File: src/rtl/i2c_wb_sequencer.sv
// Sequences I2C transactions on an iicmb_m_wb core over a Wishbone master port.
// Each byte command is followed by an irq wait and a CMDR status read.
module i2c_wb_sequencer #(
    parameter int WB_ADDR_WIDTH  = 2,
    parameter int WB_DATA_WIDTH  = 8,
    parameter int MAX_BYTES      = 16,
    parameter int BUS_W          = 4,
    parameter int TIMEOUT_CYCLES = 100000,
    localparam int LEN_W = $clog2(MAX_BYTES + 1)
) (
    input  logic                     clk_i,
    input  logic                     rst_i,
    input  logic                     req_valid_i,
    output logic                     req_ready_o,
    input  logic                     req_rw_i,
    input  logic [BUS_W-1:0]         req_bus_i,
    input  logic [6:0]               req_addr_i,
    input  logic [LEN_W-1:0]         req_len_i,
    input  logic                     wdata_valid_i,
    output logic                     wdata_ready_o,
    input  logic [7:0]               wdata_i,
    output logic                     rdata_valid_o,
    output logic [7:0]               rdata_o,
    output logic                     done_o,
    output logic [2:0]               status_o,
    output logic                     cyc_o,
    output logic                     stb_o,
    output logic                     we_o,
    output logic [WB_ADDR_WIDTH-1:0] adr_o,
    output logic [WB_DATA_WIDTH-1:0] dat_o,
    input  logic [WB_DATA_WIDTH-1:0] dat_i,
    input  logic                     ack_i,
    input  logic                     irq_i
);

    localparam int TW = $clog2(TIMEOUT_CYCLES + 1);
    localparam logic [WB_ADDR_WIDTH-1:0] A_CSR  = WB_ADDR_WIDTH'(0);
    localparam logic [WB_ADDR_WIDTH-1:0] A_DPR  = WB_ADDR_WIDTH'(1);
    localparam logic [WB_ADDR_WIDTH-1:0] A_CMDR = WB_ADDR_WIDTH'(2);
    localparam logic [2:0] ST_OK  = 3'b000;
    localparam logic [2:0] ST_NAK = 3'b001;
    localparam logic [2:0] ST_AL  = 3'b010;
    localparam logic [2:0] ST_ERR = 3'b011;
    localparam logic [2:0] ST_TMO = 3'b100;
    localparam logic [2:0] ST_LEN = 3'b101;

    typedef enum logic [4:0] {
        S_IDLE, S_CSR, S_BUS_D, S_BUS_C, S_START, S_ADR_D, S_ADR_C,
        S_WR_GET, S_WR_C, S_RD_C, S_RD_D, S_RD_NX, S_STOP,
        S_ACC, S_WAIT, S_CHK, S_DONE
    } state_t;

    typedef enum logic [2:0] {
        P_BUS, P_START, P_ADDR, P_WR, P_RD, P_STOP
    } phase_t;

    state_t                   r_state, w_state, r_ret, w_ret;
    phase_t                   r_ph, w_ph;
    logic                     r_cyc, w_cyc, r_we, w_we;
    logic [WB_ADDR_WIDTH-1:0] r_adr, w_adr;
    logic [WB_DATA_WIDTH-1:0] r_dat, w_dat;
    logic                     r_en, w_en, r_bvld, w_bvld;
    logic [BUS_W-1:0]         r_bus, w_bus, r_breq, w_breq;
    logic                     r_rw, w_rw;
    logic [6:0]               r_addr, w_addr;
    logic [LEN_W-1:0]         r_len, w_len, r_cnt, w_cnt;
    logic [2:0]               r_status, w_status;
    logic                     r_done, w_done, r_rvld, w_rvld, r_wrdy, w_wrdy;
    logic                     r_ready, w_ready;
    logic [7:0]               r_rdata, w_rdata, r_rd, w_rd;
    logic [TW-1:0]            r_tmo, w_tmo;
    logic                     w_acc, w_rdacc, w_cmd, w_last, w_need;
    logic [7:0]               w_cdat;

    assign w_last = (LEN_W'(r_cnt + 1'b1) == r_len);
    assign w_need = !r_bvld || (r_bus != r_breq);

    always_comb begin
        w_state  = r_state;
        w_ret    = r_ret;
        w_ph     = r_ph;
        w_cyc    = r_cyc;
        w_we     = r_we;
        w_adr    = r_adr;
        w_dat    = r_dat;
        w_en     = r_en;
        w_bvld   = r_bvld;
        w_bus    = r_bus;
        w_breq   = r_breq;
        w_rw     = r_rw;
        w_addr   = r_addr;
        w_len    = r_len;
        w_cnt    = r_cnt;
        w_status = r_status;
        w_rvld   = 1'b0;
        w_rdata  = r_rdata;
        w_rd     = r_rd;
        w_tmo    = r_tmo;
        w_acc    = 1'b0;
        w_rdacc  = 1'b0;
        w_cmd    = 1'b0;
        w_cdat   = 8'h00;
        unique case (r_state)
            S_IDLE: if (req_valid_i && r_ready) begin
                w_rw     = req_rw_i;
                w_breq   = req_bus_i;
                w_addr   = req_addr_i;
                w_len    = req_len_i;
                w_cnt    = '0;
                w_status = ST_OK;
                if (req_len_i > LEN_W'(MAX_BYTES)) begin
                    w_status = ST_LEN;
                    w_state  = S_DONE;
                end else if (!r_en)
                    w_state = S_CSR;
                else if (!r_bvld || r_bus != req_bus_i)
                    w_state = S_BUS_D;
                else
                    w_state = S_START;
            end
            S_CSR: begin
                w_acc = 1'b1;
                w_en  = 1'b1;
                w_adr = A_CSR;
                w_dat = WB_DATA_WIDTH'(8'hC0);
                w_ret = w_need ? S_BUS_D : S_START;
            end
            S_BUS_D: begin
                w_acc = 1'b1;
                w_adr = A_DPR;
                w_dat = WB_DATA_WIDTH'(r_breq);
                w_ret = S_BUS_C;
            end
            S_BUS_C: begin
                w_cmd  = 1'b1;
                w_cdat = 8'h06;
                w_ph   = P_BUS;
                w_bvld = 1'b1;
                w_bus  = r_breq;
            end
            S_START: begin
                w_cmd  = 1'b1;
                w_cdat = 8'h04;
                w_ph   = P_START;
            end
            S_ADR_D: begin
                w_acc = 1'b1;
                w_adr = A_DPR;
                w_dat = WB_DATA_WIDTH'({r_addr, r_rw});
                w_ret = S_ADR_C;
            end
            S_ADR_C: begin
                w_cmd  = 1'b1;
                w_cdat = 8'h01;
                w_ph   = P_ADDR;
            end
            S_WR_GET: if (r_wrdy && wdata_valid_i) begin
                w_acc = 1'b1;
                w_adr = A_DPR;
                w_dat = WB_DATA_WIDTH'(wdata_i);
                w_ret = S_WR_C;
            end
            S_WR_C: begin
                w_cmd  = 1'b1;
                w_cdat = 8'h01;
                w_ph   = P_WR;
            end
            S_RD_C: begin
                w_cmd  = 1'b1;
                w_cdat = w_last ? 8'h03 : 8'h02;
                w_ph   = P_RD;
            end
            S_RD_D: begin
                w_acc   = 1'b1;
                w_rdacc = 1'b1;
                w_adr   = A_DPR;
                w_ret   = S_RD_NX;
            end
            S_RD_NX: begin
                w_cnt   = LEN_W'(r_cnt + 1'b1);
                w_state = w_last ? S_STOP : S_RD_C;
            end
            S_STOP: begin
                w_cmd  = 1'b1;
                w_cdat = 8'h05;
                w_ph   = P_STOP;
            end
            S_ACC: if (ack_i) begin
                w_cyc   = 1'b0;
                w_rd    = dat_i[7:0];
                w_state = r_ret;
                if (r_ret == S_RD_NX) begin
                    w_rvld  = 1'b1;
                    w_rdata = dat_i[7:0];
                end
            end
            S_WAIT: begin
                if (irq_i) begin
                    w_acc   = 1'b1;
                    w_rdacc = 1'b1;
                    w_adr   = A_CMDR;
                    w_ret   = S_CHK;
                end else if (r_tmo == TW'(TIMEOUT_CYCLES - 1)) begin
                    w_status = ST_TMO;
                    w_bvld   = 1'b0;
                    w_state  = S_DONE;
                end else
                    w_tmo = r_tmo + TW'(1);
            end
            // Status bits in priority order: ERR, AL, NAK, then DON.
            S_CHK: begin
                if (r_rd[4]) begin
                    w_status = ST_ERR;
                    w_state  = S_DONE;
                end else if (r_rd[5]) begin
                    w_status = ST_AL;
                    w_bvld   = 1'b0;
                    w_state  = S_DONE;
                end else if (r_rd[6]) begin
                    w_status = ST_NAK;
                    w_state  = (r_ph == P_STOP) ? S_DONE : S_STOP;
                end else begin
                    unique case (r_ph)
                        P_BUS:   w_state = S_START;
                        P_START: w_state = S_ADR_D;
                        P_ADDR:  w_state = (r_len == '0) ? S_STOP :
                                           (r_rw ? S_RD_C : S_WR_GET);
                        P_WR: begin
                            w_cnt   = LEN_W'(r_cnt + 1'b1);
                            w_state = w_last ? S_STOP : S_WR_GET;
                        end
                        P_RD:    w_state = S_RD_D;
                        default: w_state = S_DONE;
                    endcase
                end
            end
            S_DONE:  w_state = S_IDLE;
            default: w_state = S_IDLE;
        endcase
        if (w_cmd) begin
            w_acc = 1'b1;
            w_adr = A_CMDR;
            w_dat = WB_DATA_WIDTH'(w_cdat);
            w_ret = S_WAIT;
        end
        if (w_acc) begin
            w_cyc   = 1'b1;
            w_we    = !w_rdacc;
            w_state = S_ACC;
        end
        if (w_state == S_WAIT && r_state != S_WAIT)
            w_tmo = '0;
        w_ready = (w_state == S_IDLE);
        w_done  = (w_state == S_DONE);
        w_wrdy  = (w_state == S_WR_GET);
    end

    always_ff @(posedge clk_i or posedge rst_i) begin
        if (rst_i) begin
            r_state  <= S_IDLE;
            r_ret    <= S_IDLE;
            r_ph     <= P_BUS;
            r_cyc    <= 1'b0;
            r_we     <= 1'b0;
            r_adr    <= '0;
            r_dat    <= '0;
            r_en     <= 1'b0;
            r_bvld   <= 1'b0;
            r_bus    <= '0;
            r_breq   <= '0;
            r_rw     <= 1'b0;
            r_addr   <= '0;
            r_len    <= '0;
            r_cnt    <= '0;
            r_status <= ST_OK;
            r_done   <= 1'b0;
            r_rvld   <= 1'b0;
            r_rdata  <= '0;
            r_rd     <= '0;
            r_wrdy   <= 1'b0;
            r_ready  <= 1'b0;
            r_tmo    <= '0;
        end else begin
            r_state  <= w_state;
            r_ret    <= w_ret;
            r_ph     <= w_ph;
            r_cyc    <= w_cyc;
            r_we     <= w_we;
            r_adr    <= w_adr;
            r_dat    <= w_dat;
            r_en     <= w_en;
            r_bvld   <= w_bvld;
            r_bus    <= w_bus;
            r_breq   <= w_breq;
            r_rw     <= w_rw;
            r_addr   <= w_addr;
            r_len    <= w_len;
            r_cnt    <= w_cnt;
            r_status <= w_status;
            r_done   <= w_done;
            r_rvld   <= w_rvld;
            r_rdata  <= w_rdata;
            r_rd     <= w_rd;
            r_wrdy   <= w_wrdy;
            r_ready  <= w_ready;
            r_tmo    <= w_tmo;
        end
    end

    assign req_ready_o   = r_ready;
    assign wdata_ready_o = r_wrdy;
    assign rdata_valid_o = r_rvld;
    assign rdata_o       = r_rdata;
    assign done_o        = r_done;
    assign status_o      = r_status;
    assign cyc_o         = r_cyc;
    assign stb_o         = r_cyc;
    assign we_o          = r_we;
    assign adr_o         = r_adr;
    assign dat_o         = r_dat;

endmodule

File: config.mk
export PLATFORM = sky130hd
export DESIGN_NAME = i2c_wb_sequencer
export DESIGN_NICKNAME = d
export VERILOG_FILES = /design/src/rtl/i2c_wb_sequencer.sv
export SDC_FILE = /design/constraint.sdc
export NUM_CORES = 1
export LEC_CHECK = 0
export CAP_MARGIN = 25
export CORE_MARGIN = 1
export CORE_UTILIZATION = 55
export DETAILED_ROUTE_END_ITERATION = 16
export PLACE_DENSITY = 0.77
export SYNTH_ARGS = -nofsm -noshare
export SYNTH_HDL_FRONTEND = slang
export SYNTH_SLANG_ARGS = --single-unit
File: constraint.sdc
create_clock -name clk_i -period 6.8 [get_ports clk_i]
set_input_delay 0.68 -clock clk_i [delete_from_list [all_inputs] [get_ports clk_i]]
set_output_delay 0.68 -clock clk_i [all_outputs]
set_load 0.02 [all_outputs]
==> results of run 1 <==
==> flip-flops by register name, indices dropped and copies added (netlist names), 4 cells and up <==
name	cells
r_cnt	5
r_ret	4
rdata_o	8
r_bus	4
r_addr	7
r_tmo	17
r_len	5
r_state	5
r_breq	4
dat_o	8
==> final cells by class <==
type | count | share of cell area [%]
multi-input combinational | 372 | 42.7
clock inverter | 4 | 0.960
timing repair buffer | 68 | 12.1
inverter | 22 | 1.46
clock buffer | 12 | 2.53
tap | 105 | 2.29
sequential | 87 | 38.0
==> cells in the final DEF (no fill, tap or decap), types with 3 or more instances in the layout <==
cell type        count
a2111oi_0            3
a211oi_1             3
a21o_1               4
a21oi_1             18
a41oi_1              7
a41oi_2             10
and2_1               3
and3_1               5
and4_1               4
clkbuf_8            10
clkdlybuf4s50_1     66
dfrtp_1             87
inv_1               15
inv_2                6
mux2_2              15
nand2_1             97
nand3_1             15
nand4_1              7
nor2_1              26
nor2b_1              5
nor3_1              14
nor4_1               4
o211ai_1             3
o21ai_0             27
o22ai_1              4
o2bb2ai_1            3
o31ai_1              3
xnor2_1             16
xor2_1              11
==> per-layer routing <==
metal,wire length [um],track usage [%]
met4,250,10.9
met2,5370,42.1
met1,5580,39.9
met5,0,0
met3,648,3.95
==> metrics by stage <==
stage          cell area (um2)  instances
2_1_floorplan             4850        508
3_3_place_gp              5510        653
3_5_place_dp              5540        654
4_1_cts                   5740        670
5_1_grt                   5740        670
6_report                  5740        670
==> worst max-delay path, delay by kind of cell, from the launching register on <==
family | cells | cell delay [ns]
simple gates | 4 | 1.99
flops | 1 | 0.67
compound gates | 2 | 0.90
==> path summary, 6_finish.rpt <==
kind / slack (ns) / to / cells past startpoint
setup / recovery: 3.13 / wdata_ready_o$_DFF_PP0_ / 6
hold / removal: 0.47 / rdata_o[2]$_DFFE_PP0P_ / 2
setup reg to reg: 3.13 / wdata_ready_o$_DFF_PP0_ / 6
hold reg to reg: 0.47 / rdata_o[2]$_DFFE_PP0P_ / 2
max in group asynchronous: 5.53 / r_ph[2]$_DFFE_PP0N_ / 4
min in group asynchronous: 0.66 / r_tmo[13]$_DFFE_PP0P_ / 3
==> logic make-up after synthesis <==
group | after synthesis
muxes | 17
AOI/OAI and AO/OA | 122
and+or+nand+nor | 203
xor gates and xnor gates | 28
DFF | 87
adders and majority gates | 2
buffers and inverters | 49
==> power by group through the flow <==
stage	sequential (mW)	clock, mW	combinational, mW
4_1_cts	0.818	0.366	1.01
6_report	0.823	0.360	1.02
5_1_grt	0.842	0.389	1.11
2_1_floorplan	0.796	0	0.742
3_3_place_gp	0.819	0	0.990
3_5_place_dp	0.827	0	1.01
==> summary.md, run 1 <==
| Metric | Value |
|---|---|
| Run status | `complete, no violations` |
| Port Buffers | `66` |
| Count of different cell masters after synthesis | `81` |
| Power Density | `384 nW/um2` |
| CP Launch Point | `r_state[3]$_DFF_PP0_` |
| CTS Hold Bufs | `0` |
| Residual DRC count | `0` |
| H-tree Lvls | `3` |
| Worst slew pin tran | `0.969 ns` |
| Initial antenna violation count | `0` |
| Fin. Hold Viols | `0` |
| Root Driver | `clkbuf_8` |
| Hold_ws | `between 0.4 and 0.5 ns` |
| Synth top area share | `44.9%` |
| Fmax | `around 270 MHz` |
| Clock skew | `0.0126 ns` |
| Worst Path Required | `7.05 ns` |
| Fillers | `700` |
| Critical path's slowest cell | `and4_1` |
| Cell Int Power | `1.21 mW` |
| Share of layout cells above drive strength 1 | `11.0%` |
| Combinational share of power | `46.3%` |
| Fin nets | `around 600` |
| Initial Utilization | `57.8%` |
| Yosys warns | `0` |
| Compound-gate portion of the synthesized area | `19.8%` |
| Number of CTS-inserted buffers | `9` |
| Crit end category | `flop` |
| Worst-path maximum fanout | `25` |
| #FFs+latches synth | `87` |
| Die X | `approximately 96 um` |
| Dpl ws | `around 3.2 ns` |
| Minimum clock period | `around 3.7 ns` |
| Most common cell in the synthesized netlist | `nand2_1` |
| Power Total | `2.20 mW` |
| Worst vdd rail ir drop | `176 uV` |
| Overflow after GRT | `0` |
| Register area share after synthesis | `44.9%` |
| Max stage delay on crit path | `0.86 ns` |
| P_sw | `988 uW` |
| Largest area contributor in the netlist | `dfrtp_1` |
| Critical Path AT | `around 4 ns` |
| Sequential share of power | `37.4%` |
| Detailed placement HPWL | `8710 um` |
| Worst R2R Start | `r_state[3]$_DFF_PP0_` |
| Vias per cell | `6.13` |
| Simple-Gate Fraction of Synth Area | `20.9%` |
| Multi-input logic area | `2450 um2` |
| Relative slew slack | `35.4%` |
| Overall Global Routing Usage | `between 20 and 30%` |
| Area Growth Syn to Fin | `18.4%` |
| Setup repair bufs after CTS | `0` |
| Worst setup SP type | `flop` |
| Final wirelength | `11900 um` |
| Xor and xnor fraction of the mapped netlist area | `between 5 and 6%` |
| Chip Height | `around 96 um` |
| Vias post-DR | `~4100` |
| EDFF count, synth | `0` |
| WL per Instance | `17.7 um` |
| Routability cong. | `between 0.9 and 1` |
| Syn_area_per_cell | `9.54 um2` |
| Clock-pin slew on the worst setup and hold paths | `0.08 ns` |
| Ys flop type | `dfrtp_1` |
| FP Rows | `33` |
| CP Class | `flop to flop` |
| Mapped Area | `approximately 4800 um2` |
| Adder-cell area share of the yosys netlist | `0.516%` |
| Reg area | `2180 um2` |
| Syn nets | `549` |
| Post_cts resized | `0` |
| Unrepaired setup endpoints after global routing | `false` |
| Top post-synthesis cells by area | `dfrtp_1, nand2_1, mux2_2, a41oi_2, xnor2_1` |
| # diodes | `0` |
| Clock Sinks | `slightly below 90` |
| IO Pins | `67` |
| Switching Fraction | `between 40% and 50%` |
| First-pass GRT wire length | `19100 um` |
| Final Util | `68.4%` |
| CTS tree | `built` |
| Final ANT Viol Nets | `0` |
| Final setup margin | `3.13 ns` |
| Cells after synthesis | `508` |
| Number of global-route vias before repair | `3801` |
| # Max-Cap Violations | `0` |
| Largest family of logic cells by synthesized area | `simple AND/OR/NAND/NOR gates` |
| Slew Viols, Final | `0` |
| Setup violators final | `0` |
| Final period utilization | `a little over half` |
| Clk pwr share | `~16%` |
| Clk_lat worst skew | `between 0.3 and 0.4 ns` |
| Initial DRT Pass Iterations | `5` |
| DR iter-0 viols | `353` |
| Hold Crit Start | `rdata_o[2]$_DFFE_PP0P_` |
| Die ar. | `between 9000 and 10000 um2` |
| Max clock buf depth | `2` |
| Core region area | `8380 um2` |
| CP Cell Sequence | `nor4_1 > and4_1 > nand3_1 > o211ai_1 > o211a_1 > nor4b_2` |
| Async SR Flop Fraction | `100%` |
| Min-delay worst type | `flop to flop` |
| Final setup TNS | `0 ns` |
| Lkg Pwr | `2.40 nW` |
| Proportion of synthesized area in mux cells | `just under 4%` |
| Most frequent cells after synthesis | `nand2_1, dfrtp_1, o21ai_0` |
| Largest net degree at the start of global routing | `69` |
(Power assumes the default switching activity.)
==> run 2, diff against run 1 <==
==> constraint.sdc (replaced) <==
create_clock -name clk_i -period 3.7 [get_ports clk_i]
set_input_delay 0.37 -clock clk_i [delete_from_list [all_inputs] [get_ports clk_i]]
set_output_delay 0.37 -clock clk_i [all_outputs]
set_load 0.02 [all_outputs]
==> run 2 against run 1 <==
  * Clock-buffer cell count stayed put
  * Utilization is 0.55 points higher
  * Non-clock buffer count is 6 higher
  * Critical path type unchanged
  * Die area stayed put
  * Sequential cell count stayed put
==> summary.md, run 2 (synthesized netlist as in run 1, its figures left out) <==
| Metric | Value |
|---|---|
| Initial DRT Pass Iterations | `5` |
| Minimum clock period | `3.05 ns` |
| Most frequent cells in the layout | `nand2_1, dfrtp_1, clkdlybuf4s50_1` |
| Final setup TNS | `0 ns` |
| First-pass GRT wire length | `roughly 19000 um` |
| Die ar. | `9190 um2` |
| Placed insts | `659` |
| Initial Utilization | `57.8%` |
| Worst vdd rail ir drop | `374 uV` |
| Clock Sinks | `between 80 and 90` |
| Commonest non-fill, non-tap cell in the layout | `nand2_1` |
| FP Rows | `33` |
| Final ANT Viol Nets | `0` |
| Worst Path Required | `3.96 ns` |
| Root Driver | `clkbuf_8` |
| Residual DRC count | `0` |
| Relative slew slack | `37.2%` |
| Reg2Reg Depth | `7` |
| Worst setup SP type | `flop` |
| Hold_ws | `0.345 ns` |
| CP Class | `flop to flop` |
| Number of CTS-inserted buffers | `9` |
| Non-filler cells, final | `676` |
| Detailed placement HPWL | `8830 um` |
| Worst R2R Start | `r_state[1]$_DFF_PP0_` |
| Routability cong. | `between 0.9 and 1` |
| Crit end category | `flop` |
| Fin nets | `slightly above 600` |
| Setup repair bufs after CTS | `0` |
| Largest net degree at the start of global routing | `59` |
| Critical Path AT | `3.31 ns` |
| Fillers | `655` |
| Die X | `about 96 um` |
| Setup violators final | `0` |
| Clock skew | `0.0123 ns` |
| Flop2flop setup slack | `0.65 ns` |
| Worst slew pin tran | `between 0.9 and 1 ns` |
| Worst-path maximum fanout | `21` |
| Largest Register | `r_tmo` |
| Unrepaired setup endpoints after global routing | `false` |
| Final period utilization | `82.4%` |
| Lkg Pwr | `2.43 nW` |
| Vias post-DR | `4143` |
| Max FFs per register | `17` |
| Final wirelength | `12100 um` |
| CP Launch Point | `r_state[1]$_DFF_PP0_` |
| Area Growth Syn to Fin | `19.3%` |
| Clk_lat worst skew | `0.36 ns` |
| Run status | `complete, no violations` |
| IO Pins | `67` |
| Overflow after GRT | `0` |
| WL per Instance | `about 18 um` |
| H-tree Lvls | `3` |
| Core region area | `approximately 8400 um2` |
| Port Buffers | `66` |
| Overall Global Routing Usage | `27.4%` |
| Vias per cell | `6.13` |
| Chip Height | `about 96 um` |
| Power Density | `roughly 710 nW/um2` |
| Worst R2R End | `req_ready_o$_DFF_PP0_` |
| Share of layout cells above drive strength 1 | `12.1%` |
| # Max-Cap Violations | `0` |
| Crit path capture | `req_ready_o$_DFF_PP0_` |
| Final Util | `~69%` |
| DR iter-0 viols | `397` |
| Fin. Hold Viols | `0` |
| Post_cts resized | `0` |
| Initial antenna violation count | `0` |
| Fmax | `approximately 330 MHz` |
| Clock-pin slew on the worst setup and hold paths | `0.09 ns` |
| CTS Hold Bufs | `0` |
| CTS tree | `built` |
| Number of global-route vias before repair | `between 3000 and 4000` |
| Max clock buf depth | `2` |
| # diodes | `0` |
| Min-delay worst type | `primary input to async pin` |
| Slew Viols, Final | `0` |
[run 2: cell type report]
class	instances	area, um2	share of cell area (%)
Timing Repair Buffer	74	733	12.7
Clock inverter	4	53.8	0.931
Sequential cell	87	2180	37.7
Multi-Input combinational cell	372	2450	42.3
Tap cell	105	131	2.27
Clock buffer	12	155	2.68
Inverter	22	83.8	1.45
[run 2: metrics by stage]
stage / power [mW] / setup WS, ns / instance area [um2]
floorplan: 2.83 / 1.08 / 4850
global placement: 3.35 / 0.770 / 5550
detailed placement: 3.39 / 0.731 / 5550
CTS: 4.08 / 0.691 / 5760
global route: 4.36 / 0.458 / 5780
finish: 4.09 / 0.653 / 5780
[run 2: routing by layer]
metal	global-route usage [%]	wire length [um]
met5	0	0
met4	14.2	372
met2	40.3	5420
met3	3.40	681
met1	39.7	5580
[run 2: how the worst min path moves through the flow]
stage,end,slack (ns),cells past startpoint,from
finish,r_len[4]$_DFFE_PP0P_,0.34,2,rst_i
global placement,rdata_o[0]$_DFFE_PP0P_,0.45,2,rdata_o[0]$_DFFE_PP0P_
CTS,rdata_o[6]$_DFFE_PP0P_,0.47,2,rdata_o[6]$_DFFE_PP0P_
global route,r_len[4]$_DFFE_PP0P_,0.40,2,rst_i
detailed placement,rdata_o[1]$_DFFE_PP0P_,0.45,2,rdata_o[1]$_DFFE_PP0P_
floorplan,r_addr[5]$_DFFE_PP0P_,0.45,2,r_addr[5]$_DFFE_PP0P_
[run 2: critical path: stages (launching register included)]
cell,delay (ns)
dfrtp_1,0.82
a21boi_1,0.29
nor2_1,0.09
o221ai_2,0.63
o311ai_1,0.23
a211oi_2,0.34
inv_2,0.25
nor4_1,0.30
[run 2: where the power goes]
| group | internal, mW | leakage (nW) | switching (mW) | total [mW] |
|---|---|---|---|---|
| Sequential | 1.18 | 1.13 | 0.314 | 1.50 |
| Combinational | 0.730 | 1.20 | 1.18 | 1.91 |
| Clock | 0.351 | 0.0988 | 0.338 | 0.689 |
==> run 3, diff against run 2 <==
==> constraint.sdc (replaced) <==
create_clock -name clk_i -period 2.92 [get_ports clk_i]
set_input_delay 0.292 -clock clk_i [delete_from_list [all_inputs] [get_ports clk_i]]
set_output_delay 0.292 -clock clk_i [all_outputs]
set_load 0.02 [all_outputs]
==> run 3 against run 2 <==
  * Cell count rose by 1.2%
  * Sequential power rose by 21%
  * Die area is the same
  * Clock power grew 27%
==> summary.md, run 3 (synthesized netlist as in run 1, its figures left out) <==
| Metric | Value |
|---|---|
| DP Area | `between 5000 and 6000 um2` |
| WL per Instance | `approximately 18 um` |
| Min-delay worst type | `primary input to async pin` |
| Flop2flop setup slack | `0.21 ns` |
| Post-Layout Inst Area | `5850 um2` |
| Final ANT Viol Nets | `0` |
| CTS Hold Bufs | `0` |
| Fin nets | `roughly 620` |
| Worst R2R End | `r_tmo[0]$_DFFE_PP0P_` |
| Worst setup SP type | `flop` |
| Clock skew | `0.0139 ns` |
| CP Launch Point | `r_cnt[0]$_DFFE_PP0P_` |
| Worst R2R Start | `r_cnt[0]$_DFFE_PP0P_` |
| Port Buffers | `66` |
| CTS tree | `built` |
| Commonest non-fill, non-tap cell in the layout | `nand2_1` |
| Area Growth Syn to Fin | `20.8%` |
| IO Pins | `67` |
| Core region area | `8380 um2` |
| Setup violators final | `0` |
| Chip Height | `95.9 um` |
| Share of layout cells above drive strength 1 | `13.3%` |
| Power Density | `908 nW/um2` |
| Max clock buf depth | `2` |
| Combinational share of power | `49.3%` |
| Lkg Pwr | `2.47 nW` |
| Final setup TNS | `0 ns` |
| Clk_lat worst skew | `0.35 ns` |
| H-tree Lvls | `3` |
| DR iter-0 viols | `455` |
| Slew Viols, Final | `0` |
| Final wirelength | `12500 um` |
| Largest Register | `r_tmo` |
| Relative slew slack | `54.1%` |
| Final period utilization | `between 90 and 100%` |
| Number of global-route vias before repair | `just over 4000` |
| Switching Fraction | `between 40 and 50%` |
| CP Class | `flop to flop` |
| Cell Int Power | `2.95 mW` |
| Fmax | `369 MHz` |
| Worst vdd rail ir drop | `between 400 and 500 uV` |
| Initial antenna violation count | `0` |
| Routability cong. | `0.959` |
| Unrepaired setup endpoints after global routing | `false` |
| Worst-path maximum fanout | `18` |
| Sequential share of power | `34.2%` |
| Vias post-DR | `~4300` |
| Reg area | `2180 um2` |
| Most frequent cells in the layout | `nand2_1, dfrtp_1, clkdlybuf4s50_1` |
| Residual DRC count | `0` |
| # diodes | `0` |
| Crit end category | `flop` |
| Largest net degree at the start of global routing | `53` |
| Reg2Reg Depth | `7` |
| Max FFs per register | `17` |
| Die ar. | `9190 um2` |
| Initial DRT Pass Iterations | `5` |
| First-pass GRT wire length | `20400 um` |
| Clock Sinks | `87` |
| Clock-pin slew on the worst setup and hold paths | `approximately 0.09 ns` |
| Root Driver | `clkbuf_8` |
| Worst Path Required | `3.12 ns` |
| Worst slew pin tran | `0.679 ns` |
| Setup repair bufs after CTS | `0` |
| Clk pwr share | `16.5%` |
| P_sw | `2.36 mW` |
| Run status | `complete, no violations` |
| Vias per cell | `slightly above 6` |
| FP Rows | `33` |
| Detailed placement HPWL | `between 9000 and 10000 um` |
| Multi-input logic area | `2450 um2` |
| Post_cts resized | `0` |
| Die X | `between 90 and 100 um` |
| # Max-Cap Violations | `0` |
| Initial Utilization | `between 50% and 60%` |
| Number of CTS-inserted buffers | `9` |
| Overflow after GRT | `0` |
| Critical Path AT | `2.92 ns` |
| Overall Global Routing Usage | `about 29%` |
| Minimum clock period | `about 2.7 ns` |
| Hold_ws | `0.324 ns` |
| Fin. Hold Viols | `0` |
| Fillers | `664` |
[run 3: cell types whose count changed in the layout (fill, tap and decap cells not counted), sizes merged]
cell	change
buf	+8
[run 3: how the worst max path moves through the flow]
| stage | endpoint | slack [ns] | cells after the start |
|---|---|---|---|
| floorplan | adr_o[0]$_DFFE_PP0P_ | 0.38 | 1 |
| global placement | r_tmo[10]$_DFFE_PP0P_ | 0.36 | 8 |
| detailed placement | r_tmo[10]$_DFFE_PP0P_ | 0.23 | 8 |
| CTS | r_tmo[0]$_DFFE_PP0P_ | 0.23 | 7 |
| global route | r_tmo[14]$_DFFE_PP0P_ | 0.05 | 7 |
| finish | r_tmo[0]$_DFFE_PP0P_ | 0.21 | 7 |
[run 3: area by class of cell]
cell class | instances | share of cell area [%]
clock buffer | 12 | 2.65
clock inverter | 4 | 0.919
inverter | 22 | 1.43
multi-input combinational | 372 | 41.8
sequential | 87 | 37.2
tap | 105 | 2.24
timing repair buffer | 82 | 13.8
[run 3: per-stage QoR]
stage | util, % | total power [mW] | worst slack (ns) | std cells
after floorplan | - | 3.58 | 0.378 | 508
after global placement | 67.4 | 4.33 | 0.365 | 668
after detailed placement | 67.4 | 4.42 | 0.227 | 668
after CTS | 69.8 | 5.29 | 0.234 | 684
after global routing | 69.8 | 5.66 | 0.0525 | 684
final | 69.8 | 5.31 | 0.207 | 684
[run 3: power by group through the flow]
| stage | clock [mW] | combinational [mW] | sequential, mW |
|---|---|---|---|
| 2_1_floorplan | 0 | 1.73 | 1.85 |
| 6_report | 0.875 | 2.62 | 1.82 |
| 3_3_place_gp | 0 | 2.52 | 1.82 |
| 5_1_grt | 0.937 | 2.86 | 1.86 |
| 4_1_cts | 0.886 | 2.60 | 1.81 |
| 3_5_place_dp | 0 | 2.59 | 1.84 |
[run 3: routing by layer]
metal,GRT usage (%),up-vias,wire length (um)
met5,0,-,0
met4,11.6,0,354
met3,4.34,43,830
met2,47.0,204,5890
met1,40.4,2038,5390
li1,-,1969,-
[run 3: critical path, stage by stage (launching register included)]
cell	delay [ns]
dfrtp_1	0.43
ha_1	0.27
xor3_1	0.36
nor3_1	0.37
nand4_1	0.19
a221oi_2	0.39
and2_4	0.38
a41oi_2	0.16
==> RTL edit 1: new RTL, config.mk and constraints of run 1 <==
Encoding of `phase_t`: now one-hot (6 bits for 6 values).
--- a/src/rtl/i2c_wb_sequencer.sv
+++ b/src/rtl/i2c_wb_sequencer.sv
@@ -51,6 +51,6 @@
     } state_t;
 
-    typedef enum logic [2:0] {
-        P_BUS, P_START, P_ADDR, P_WR, P_RD, P_STOP
+    typedef enum logic [5:0] {
+        P_BUS = 6'b000001, P_START = 6'b000010, P_ADDR = 6'b000100, P_WR = 6'b001000, P_RD = 6'b010000, P_STOP = 6'b100000
     } phase_t;
 
Function: same outputs for any inputs over 10 cycles, from zero or initial values and one cycle with rst_i high; not proved beyond that.
==> RTL edit 1 against run 1 <==
Non-clock buffer count increased by 2. Total power shrank 3.5%. Setup slack better by 130 ps. Via count fell by 1.1%. Maximum frequency is 3.8% higher. Synthesized cell count is 2.2% lower. Sequential power is 4.3% higher. Area after synthesis is 1.0% lower. Cell area shrank 0.28%. Sequential cell count is 3 higher. Wire length fell by 4.6%. Critical path type unchanged. Critical endpoint is now r_tmo[6]. Largest cell class unchanged.
==> RTL edit 1: results (changes against run 1) <==
<table>
<tr><th>Metric</th><th>Value</th></tr>
<tr><th colspan="2">Critical path</th></tr>
<tr><td>Delay of the slowest critical-path stage</td><td>790 ps (-70 ps)</td></tr>
<tr><td>Reg-to-reg critical path startpoint</td><td>r_state[1]</td></tr>
<tr><td>Crit path DAT</td><td>3770 ps (-150 ps)</td></tr>
<tr><td>Internal reg-to-reg setup slack</td><td>3260 ps (+130 ps)</td></tr>
<tr><td>Cell with the biggest individual delay on the critical path</td><td>dfrtp_1</td></tr>
<tr><td>Worst R2R End</td><td>r_tmo[6]</td></tr>
<tr><th colspan="2">Routing</th></tr>
<tr><td>Number of vias after detailed routing</td><td>4061 (-1.1%)</td></tr>
<tr><td>DRC marker count from the first detailed-route iteration</td><td>357 (+1.1%)</td></tr>
<tr><td>Wire per inst</td><td>17.1 um (-3.6%)</td></tr>
<tr><th colspan="2">Final layout</th></tr>
<tr><td>Layout net count</td><td>594 (-1.2%)</td></tr>
<tr><th colspan="2">Power</th></tr>
<tr><td>Fraction of power spent switching nets</td><td>41.9% (-3.0 points)</td></tr>
<tr><td>Highest ir drop seen on vdd</td><td>0.250 mV (+42%)</td></tr>
<tr><td>Leakage power figure</td><td>2.49 nW (+3.8%)</td></tr>
<tr><th colspan="2">Min path</th></tr>
<tr><td>Startpoint of the most critical hold path</td><td>rdata_o[0]</td></tr>
<tr><th colspan="2">Synth</th></tr>
<tr><td>Net count after synthesis</td><td>538 (-2.0%)</td></tr>
<tr><td>Unique masters post-synth</td><td>71 (-12%)</td></tr>
<tr><td>Ranking of synthesized cells by area</td><td>dfrtp_1, mux2_2, nand2_1, nor2_1, xor2_1</td></tr>
<tr><th colspan="2">STA</th></tr>
<tr><td>Post-route clock skew</td><td>9.01 ps (-3.58 ps)</td></tr>
<tr><td>Slew at the pin closest to its max-slew limit</td><td>1020 ps (+50.2 ps)</td></tr>
<tr><th colspan="2">Global route</th></tr>
<tr><td>Wire length of the first global-routing pass</td><td>18700 um (-2.2%)</td></tr>
<tr><td>GRT Resource Usage Total</td><td>26.8% (-0.83 points)</td></tr>
<tr><td>Met2 Use GR</td><td>42.6% (+0.42 points)</td></tr>
<tr><td>Met3 Resource Use GR</td><td>5.50% (+1.6 points)</td></tr>
<tr><td>Met1 Track Usage GR</td><td>36.7% (-3.2 points)</td></tr>
<tr><th colspan="2">Placed design</th></tr>
<tr><td>Hpwl dp</td><td>8220 um (-5.5%)</td></tr>
<tr><td>Cell Area, Placed</td><td>5520 um2 (-0.27%)</td></tr>
<tr><td>Final GP Congestion</td><td>0.937 (+1.6%)</td></tr>
<tr><th colspan="2">Run status</th></tr>
<tr><td>Status</td><td>completed</td></tr>
</table>
RTL edit 1: routing by layer:
layer / vias to the layer above / routed length [um]
li1: 1909 / -
met1: 1978 / 4990
met2: 145 / 5390
met3: 29 / 658
met4: 0 / 275
met5: - / 0
RTL edit 1: final cells by class:
type / count / area (um2) / area share [%]
clock buffer: 9 / 124 / 2.17
tap: 105 / 131 / 2.30
sequential: 90 / 2250 / 39.4
clock inverter: 7 / 75.1 / 1.31
inverter: 15 / 57.6 / 1.01
multi-input combinational: 367 / 2360 / 41.3
timing repair buffer: 70 / 718 / 12.6
RTL edit 1: logic make-up (layout without fill, tap and decap cells):
kind of cell	count (synthesis)	count (layout)	synth area share [%]
AND/OR/NAND/NOR	203	203	21.1
AO/OA/AOI/OAI	101	101	14.7
flip-flops	90	90	47.0
buffers and inverters	40	101	3.83
XOR/XNOR	34	34	6.52
multiplexers	27	27	6.31
adder cells (fa/ha/maj)	2	2	0.522
RTL edit 1: worst max-delay path by stage:
| stage | from | endpoint | slack, ps | depth (start not counted) |
|---|---|---|---|---|
| detailed placement | req_len_i[1] | r_tmo[6] | 3290 | 7 |
| global placement | req_valid_i | r_tmo[7] | 3070 | 7 |
| global route | r_state[1] | r_tmo[14] | 2970 | 7 |
| floorplan | rst_i | adr_o[0] | 3790 | 1 |
| CTS | r_state[1] | r_tmo[6] | 3320 | 7 |
| finish | r_state[1] | r_tmo[6] | 3260 | 7 |
RTL edit 1: critical path, delay by kind of cell (launching register included):
family             cells  cell delay [ps]
AOI/OAI and AO/OA      2              790
DFF                    1              790
and+or+nand+nor        5             1810
RTL edit 1: power by group through the flow:
stage	Combinational [mW]	Sequential, mW	Clock, mW
after floorplan	0.639	0.821	0
after global placement	0.858	0.856	0
after detailed placement	0.880	0.861	0
after CTS	0.886	0.852	0.380
after global routing	0.978	0.881	0.399
final	0.892	0.858	0.373
==> RTL edit 2: new RTL, flow settings as in run 1 <==
Without the edit above. Change the parameter `BUS_W` from 4 to 6.
--- a/src/rtl/i2c_wb_sequencer.sv
+++ b/src/rtl/i2c_wb_sequencer.sv
@@ -5,5 +5,5 @@
     parameter int WB_DATA_WIDTH  = 8,
     parameter int MAX_BYTES      = 16,
-    parameter int BUS_W          = 4,
+    parameter int BUS_W          = 6,
     parameter int TIMEOUT_CYCLES = 100000,
     localparam int LEN_W = $clog2(MAX_BYTES + 1)
Ports: changed (resized req_bus_i); port bits go from 67 to 69. The function was not compared with the original's and may differ.
==> RTL edit 2 against run 1 <==
Area after synthesis increased by 6.4%. Sequential cell count is 4 higher. Setup slack worse by 47 ps. Synthesized cell count rose by 9.4%. Clock skew is 3.9 ps lower. Total power up 5.8%. Cell area increased by 5.5%. Largest cell class unchanged. Wire length is 7.7% higher.
==> RTL edit 2: results (changes against run 1) <==
<table>
<tr><th>Metric</th><th>Value</th></tr>
<tr><th colspan="2">Run status</th></tr>
<tr><td>Status</td><td>completed</td></tr>
<tr><th colspan="2">Final layout</th></tr>
<tr><td>Proportion of layout cells with a drive suffix above 1</td><td>9.02% (-2.0 points)</td></tr>
<tr><td>Clock distribution area overhead in the final layout</td><td>3.37% (-0.12 points)</td></tr>
<tr><td>Filler instances</td><td>742 (+6.0%)</td></tr>
<tr><td>Layout net count</td><td>650 (+8.2%)</td></tr>
<tr><td>Signal buffers share of area</td><td>12.2% (+0.074 points)</td></tr>
<tr><td>Sequential share of cell area</td><td>37.6% (-0.32 points)</td></tr>
<tr><td>Non-Filler Instances</td><td>718 (+7.2%)</td></tr>
<tr><th colspan="2">Synth</th></tr>
<tr><td>Ranking of synthesized cells by area</td><td>dfrtp_1, nand2_1, xnor2_1, a41oi_2, a21oi_1</td></tr>
<tr><td>Net count after synthesis</td><td>599 (+9.1%)</td></tr>
<tr><td>Part of the Yosys area used for sequential elements</td><td>44.2% (-0.74 points)</td></tr>
<tr><td>Post-synth top cells</td><td>nand2_1, dfrtp_1, a21oi_1, nor2_1</td></tr>
<tr><td>Cells after synthesis</td><td>556 (+9.4%)</td></tr>
<tr><th colspan="2">Routing</th></tr>
<tr><td>Met3 wirelength from detailed routing</td><td>799 um (+23%)</td></tr>
<tr><td>DRC marker count from the first detailed-route iteration</td><td>550 (+56%)</td></tr>
<tr><td>Routed WL</td><td>12800 um (+7.7%)</td></tr>
<tr><td>Length of the first detailed-routing pass in iterations</td><td>7 (+2)</td></tr>
<tr><th colspan="2">STA</th></tr>
<tr><td>Final worst hold slack</td><td>479 ps (+11.4 ps)</td></tr>
<tr><td>Highest attainable clock frequency</td><td>0.269 GHz (-1.3%)</td></tr>
<tr><th colspan="2">Global route</th></tr>
<tr><td>Met3 Resource Use GR</td><td>4.26% (+0.31 points)</td></tr>
<tr><td>Vias in the first global route</td><td>4267 (+12%)</td></tr>
<tr><th colspan="2">Power</th></tr>
<tr><td>Highest ir drop seen on vdd</td><td>0.223 mV (+27%)</td></tr>
<tr><td>Fraction of power spent switching nets</td><td>44.2% (-0.68 points)</td></tr>
<tr><td>Power density over the cells</td><td>385 nW/um2 (+0.26%)</td></tr>
<tr><th colspan="2">Clock network</th></tr>
<tr><td>Number of sinks on the clock net</td><td>91 (+4.6%)</td></tr>
<tr><th colspan="2">Floorplan</th></tr>
<tr><td>Horizontal die dimension</td><td>98.8 um (+3.1%)</td></tr>
<tr><th colspan="2">Critical path</th></tr>
<tr><td>Delay of the slowest critical-path stage</td><td>810 ps (-50 ps)</td></tr>
<tr><td>Internal reg-to-reg setup slack</td><td>3080 ps (-50 ps)</td></tr>
<tr><th colspan="2">Placed design</th></tr>
<tr><td>IO Port Bufs</td><td>68 (+3.0%)</td></tr>
</table>
==> RTL edit 2: kinds of logic (layout without fill, tap and decap cells) <==
family                     after synthesis  after routing  synth area share, %
DFF                                     91             91                 44.2
xor gates and xnor gates                33             33                 5.61
muxes                                   11             11                 2.33
and+or+nand+nor                        245            245                 23.3
AOI/OAI and AO/OA                      125            125                 19.3
adders and majority gates                2              2                0.485
buffers and inverters                   49            103                 4.81
==> RTL edit 2: worst min-delay path, stage by stage, from the launching register on <==
cell and delay (ps):
dfrtp_1 350, nand2_1 50, nand2_1 50
==> RTL edit 2: power groups by stage <==
stage	logic [mW]	clock network, mW	registers [mW]
finish	1.07	0.389	0.867
global route	1.17	0.417	0.887
CTS	1.07	0.395	0.859
detailed placement	1.06	0	0.868
global placement	1.04	0	0.859
floorplan	0.840	0	0.818
